==> src/rtl/fcmp_pipe.sv <==
// fcmp_pipe: pipelined floating-point comparator (LT / LE / EQ).
//
// Stage 0 registers the operands together with their NaN / zero decode,
// middle stages are pure delay, and the final stage evaluates the compare
// and registers the one-bit result. With STAGES=1 the decode and the compare
// share the single stage.
//
// The whole pipe advances together unless the result register holds a valid
// result that the consumer refuses. Bubbles are carried, not squeezed out.
//
// Ports:
//   clk, rstn             clock (rising edge), async active-low reset
//   in_valid / in_ready   operand handshake; in_ready = !stall
//   op                    00=LT 01=LE 10=EQ 11=reserved (flag=0)
//   x1, x2                operands {sign, exp[EXP_W], man[MAN_W]}
//   out_valid / out_ready result handshake
//   y                     {31'b0, flag}
//   idle                  no valid op held in any stage
module fcmp_pipe #(
  parameter int EXP_W  = 8,
  parameter int MAN_W  = 23,
  parameter int STAGES = 2
) (
  input  logic                   clk,
  input  logic                   rstn,
  input  logic                   in_valid,
  output logic                   in_ready,
  input  logic [1:0]             op,
  input  logic [EXP_W+MAN_W:0]   x1,
  input  logic [EXP_W+MAN_W:0]   x2,
  output logic                   out_valid,
  input  logic                   out_ready,
  output logic [31:0]            y,
  output logic                   idle
);

  localparam int W = 1 + EXP_W + MAN_W;

  localparam logic [1:0] OP_LT = 2'b00;
  localparam logic [1:0] OP_LE = 2'b01;
  localparam logic [1:0] OP_EQ = 2'b10;

  // Decoded operation as carried down the pipe.
  typedef struct packed {
    logic [1:0]   op;
    logic [W-1:0] x1;
    logic [W-1:0] x2;
    logic         nan1;
    logic         nan2;
    logic         zero1;
    logic         zero2;
  } stage_t;

  function automatic stage_t decode(input logic [1:0] o,
                                    input logic [W-1:0] a,
                                    input logic [W-1:0] b);
    stage_t s;
    s.op    = o;
    s.x1    = a;
    s.x2    = b;
    s.nan1  = (&a[W-2:MAN_W]) && (|a[MAN_W-1:0]);
    s.nan2  = (&b[W-2:MAN_W]) && (|b[MAN_W-1:0]);
    s.zero1 = ~|a[W-2:0];
    s.zero2 = ~|b[W-2:0];
    return s;
  endfunction

  // Sign-magnitude ordering: {exp,man} compares as an unsigned integer, so
  // subnormals and infinities fall out of the same magnitude compare.
  function automatic logic cmp_flag(input stage_t s);
    logic [W-2:0] m1, m2;
    logic         s1, s2, lt, eq, both_zero;
    m1        = s.x1[W-2:0];
    m2        = s.x2[W-2:0];
    s1        = s.x1[W-1];
    s2        = s.x2[W-1];
    both_zero = s.zero1 && s.zero2;
    eq        = (s.x1 == s.x2) || both_zero;
    if (both_zero)    lt = 1'b0;
    else if (s1 != s2) lt = s1;
    else if (!s1)     lt = (m1 < m2);
    else              lt = (m1 > m2);
    if (s.nan1 || s.nan2) return 1'b0;
    case (s.op)
      OP_LT:   return lt;
      OP_LE:   return lt || eq;
      OP_EQ:   return eq;
      default: return 1'b0;
    endcase
  endfunction

  logic [STAGES-1:0] vld_pipe_d, vld_pipe_q;
  logic              flag_d, flag_q;
  logic              stall;
  stage_t            dec_in;
  stage_t            fin_src;   // operands feeding the final-stage compare

  assign out_valid = vld_pipe_q[STAGES-1];
  assign stall     = out_valid && !out_ready;
  assign in_ready  = !stall;
  assign idle      = ~|vld_pipe_q;
  assign y         = {31'b0, flag_q};
  assign dec_in    = decode(op, x1, x2);

  // Valid shift register: every stage moves together or all hold.
  always_comb begin
    vld_pipe_d = vld_pipe_q;
    if (!stall) begin
      vld_pipe_d[0] = in_valid;
      for (int i = 1; i < STAGES; i++) vld_pipe_d[i] = vld_pipe_q[i-1];
    end
  end

  always_ff @(posedge clk or negedge rstn) begin
    if (!rstn) vld_pipe_q <= '0;
    else       vld_pipe_q <= vld_pipe_d;
  end

  generate
    if (STAGES == 1) begin : g_single
      assign fin_src = dec_in;
    end else begin : g_multi
      // Stages 0..STAGES-2 carry decoded operands; the last stage holds only
      // the result flag.
      stage_t pipe_d [STAGES-1];
      stage_t pipe_q [STAGES-1];

      always_comb begin
        pipe_d = pipe_q;
        if (!stall) begin
          pipe_d[0] = dec_in;
          for (int i = 1; i < STAGES-1; i++) pipe_d[i] = pipe_q[i-1];
        end
      end

      always_ff @(posedge clk or negedge rstn) begin
        if (!rstn) begin
          for (int i = 0; i < STAGES-1; i++) pipe_q[i] <= '0;
        end else begin
          pipe_q <= pipe_d;
        end
      end

      assign fin_src = pipe_q[STAGES-2];
    end
  endgenerate

  // Result register only loads when a valid op lands in the final stage, so
  // y holds across bubbles and stalls.
  always_comb begin
    flag_d = flag_q;
    if (!stall && vld_pipe_d[STAGES-1]) flag_d = cmp_flag(fin_src);
  end

  always_ff @(posedge clk or negedge rstn) begin
    if (!rstn) flag_q <= 1'b0;
    else       flag_q <= flag_d;
  end

endmodule
==> config.mk <==
export PLATFORM = sky130hd
export DESIGN_NAME = fcmp_pipe
export DESIGN_NICKNAME = d
export VERILOG_FILES = /design/src/rtl/fcmp_pipe.sv
export SDC_FILE = /design/constraint.sdc
export NUM_CORES = 1
export LEC_CHECK = 0
export ABC_AREA = 1
export BUFFER_PORTS_ARGS = -buffer_cell sky130_fd_sc_hd__buf_2
export CAP_MARGIN = 20
export CORE_MARGIN = 2
export CORE_UTILIZATION = 53
export CTS_CLUSTER_DIAMETER = 30
export DETAILED_ROUTE_END_ITERATION = 8
export PLACE_DENSITY_LB_ADDON = 0.2
export REMOVE_ABC_BUFFERS = 1
export SYNTH_ARGS = -nofsm -noshare
export SYNTH_HDL_FRONTEND = slang
export SYNTH_SLANG_ARGS = --single-unit
==> constraint.sdc <==
create_clock -name clk -period 1.9 [get_ports clk]
set_clock_uncertainty 0.05 [all_clocks]
set_input_delay 0.57 -clock clk [delete_from_list [all_inputs] [get_ports clk]]
set_output_delay 0.57 -clock clk [all_outputs]
set_load 0.01 [all_outputs]
==> flow_summary.json <==
{
  "synth.most_common_cell": "nand2_1",
  "endpoint_kind": "flip-flop",
  "synthTopCellsByCount": "173 x nand2_1, 75 x inv_1, 73 x dfrtp_1",
  "clk_pin_slew_ns": 0.08,
  "critPathMaxStageDelay_ns": 0.36,
  "cp.required_ns": 2.09,
  "final-max-slew-violation-count": 0,
  "drc": 0,
  "diodes": 0,
  "critPathKind": "flip-flop to flip-flop",
  "hpwl_um": 6562,
  "synth_area_mm2": 0.004099,
  "numCtsBuffers": 9,
  "num_rows": 32,
  "place_congestion": 0.8210,
  "via_per_inst": 4.857,
  "vdd_drop_max_uv": 323.6,
  "placedInstanceArea_mm2": 0.004491,
  "worstPathArrival_ns": 1.99,
  "synth_cell_types": 27,
  "timing.rr.end": "flag_q",
  "clkSinkCount": 73,
  "antenna_found_initial": 0,
  "synth_edf_count": 0,
  "final_area_mm2": 0.004741,
  "ys.flop_type": "dfrtp_1",
  "fp.dieH_um": 91.94,
  "syn_inst": 521,
  "synth_area_per_cell_um2": 7.867,
  "die_area_mm2": 0.008453,
  "cp_max_fo": 2,
  "h-tree-depth": 3,
  "hold_viol": 0,
  "first_pass_iters": 4,
  "die_x_um": 91.94,
  "dpl.cell_count": 686,
  "r2r-start": "fin_src[14]",
  "synth_top_area_share": 0.4457,
  "yosysTopAreaCell": "dfrtp_1",
  "setup_ws_ns": 0.1035,
  "io_buffers": 73,
  "nNetsFinal": 698,
  "status": "completed",
  "dr_total_vias": 3419,
  "min_period_ns": 1.797,
  "finalPower_w": 0.004122,
  "rsz0062_at_grt": "yes",
  "grt_usage": 0.2201,
  "reg2reg_depth": 14,
  "drive_above_1_share": 0.1960,
  "synthTopCellsByArea": "dfrtp_1 45%, nand2_1 16%, ha_1 9.5%, inv_1 6.9%, buf_4 5.9%",
  "grt_max_degree": 81,
  "wire_per_inst_um": 12.68,
  "cp-start-kind": "flip-flop",
  "p_per_area_mw_per_mm2": 869.5,
  "wirelength_um": 8929,
  "setup.worst_path.end": "flag_q",
  "first_global_vias": 3309,
  "cp_top_family": "simple AND/OR/NAND/NOR gates",
  "cpMostUsedCell": "nand2_1",
  "core_region_area_mm2": 0.007607,
  "final_cells": 704,
  "insertion_delay_ns": 0.34,
  "synthArstFlopShare": 1.000,
  "ys_seq_area_frac": 0.4457,
  "cts_buffer_depth": 2,
  "synth_seq_cells": 73,
  "leakagePower_nw": 2.659,
  "grt_overflow": 0,
  "ant_nets": 0,
  "fmax_mhz": 556.6,
  "tns_ns": 0,
  "grt_pass1_wl_um": 14820,
  "hold_path.class": "primary input to async pin",
  "crit_start": "fin_src[14]",
  "cpMaxStageDelayCell": "dfrtp_1",
  "rrSetupSlack_ns": 0.10,
  "start_util": 0.5388,
  "cp_cell_sequence": "inv_1 -> ha_1 -> a21oi_1 -> nand2_1 -> a21oi_2 -> nand2_2 -> nand2_1 -> nand2_2 -> nand2_1 -> nand2_1 -> nand2_1 -> nand2_1 -> nand2_1 -> nand2_1",
  "period_share": 0.9455,
  "drtIter0Drc": 190,
  "setup-violations-final": 0,
  "max_cap_violations": 0,
  "cts-root-buf": "clkbuf_8",
  "cp_num_buf_inv": 1,
  "num_io_pins": 105,
  "path_depth": 14,
  "synthesis.yosys.warnings": 0,
  "syn_to_final_growth_pct": 15.66,
  "place_worst_setup_slack_ns": 0.06468,
  "cts_tree": "built"
}
==> worst reg2reg max path, cell delays in order, from the launching register on <==
cell and delay [ns]:
dfrtp_1 0.36, inv_1 0.05, ha_1 0.31, a21oi_1 0.17, nand2_1 0.09, a21oi_2 0.14
nand2_2 0.08, nand2_1 0.08, nand2_2 0.06, nand2_1 0.06, nand2_1 0.05, nand2_1 0.06
nand2_1 0.05, nand2_1 0.05, nand2_1 0.04
==> kinds of logic after synthesis <==
logic type / synth area share
adders and majority gates: 0.09463
buffers and inverters: 0.1474
DFF: 0.4457
AOI/OAI and AO/OA: 0.07936
and+or+nand+nor: 0.2299
other: 0.0009149
xor gates and xnor gates: 0.002137
==> worst min path at each step <==
stage | startpoint | slack [ns] | depth (start not counted) | endpoint
after global placement | fin_src[66] | 0.42 | 2 | fin_src[66]
after floorplan | rstn | 0.22 | 0 | fin_src[0]
after global routing | rstn | 0.21 | 2 | fin_src[42]
final | rstn | 0.19 | 2 | fin_src[12]
after detailed placement | fin_src[0] | 0.41 | 2 | fin_src[0]
after CTS | rstn | 0.21 | 2 | fin_src[42]
==> cell usage in the layout, fill, tap and decap left out, types with 2 or more instances in the layout <==
cell and count:
nor2_1 12, inv_2 7, nor2_4 2, a21oi_1 10, buf_12 3, nand2_2 4, nor3_1 8, clkbuf_8 10
nand3_1 4, nor2_2 3, buf_2 73, conb_1 31, o21ai_0 27, nand4_1 11, a21o_1 2, clkinv_2 2
inv_1 75, nand3_2 2, clkinvlp_4 2, dfrtp_1 73, o21ai_1 19, nand2_1 170, nor4_1 7, ha_1 30
buf_4 5
==> per-layer routing <==
metal / wire, um / vias to the layer above / global-route usage
li1: - / 1720 / -
met2: 4460 / 91 / 0.3725
met4: 97 / 0 / 0.07090
met3: 435 / 8 / 0.04601
met5: 0 / - / 0
met1: 3936 / 1600 / 0.2832
==> layout make-up <==
type,count,area [um^2]
clock buffer,11,141.4
clock inverter,5,55.05
fill,700,2867
inverter,82,307.8
multi-input combinational,350,1819
sequential,73,1827
tap,102,127.6
timing repair buffer,81,462.9
==> sequential cells by signal, indices dropped and copies added (netlist names) <==
register / count
flag_q: 1
fin_src: 70
vld_pipe_q: 2
==> stage by stage <==
| stage | hold WS (ns) | util |
|---|---|---|
| global route | 0.2110 | 0.6232 |
| global placement | 0.4170 | 0.5903 |
| finish | 0.1909 | 0.6232 |
| floorplan | 0.2244 | - |
| detailed placement | 0.4150 | 0.5903 |
| CTS | 0.2093 | 0.6161 |
==> where the power goes <==
| part | internal, W | switching, W |
|---|---|---|
| logic | 0.000398 | 0.000642 |
| clock network | 0.000639 | 0.000586 |
| registers | 0.00175 | 0.000108 |
| total | 0.00279 | 0.00134 |
==> repair_timing <==
item                       in CTS  in global routing
hold buffers                    0                  0
hold endpoints to repair        0                  0
resized for setup               0                  9
setup endpoints to repair       0                  1
buffers inserted                0                  2
Note: power is estimated with default switching activity, not from simulation.
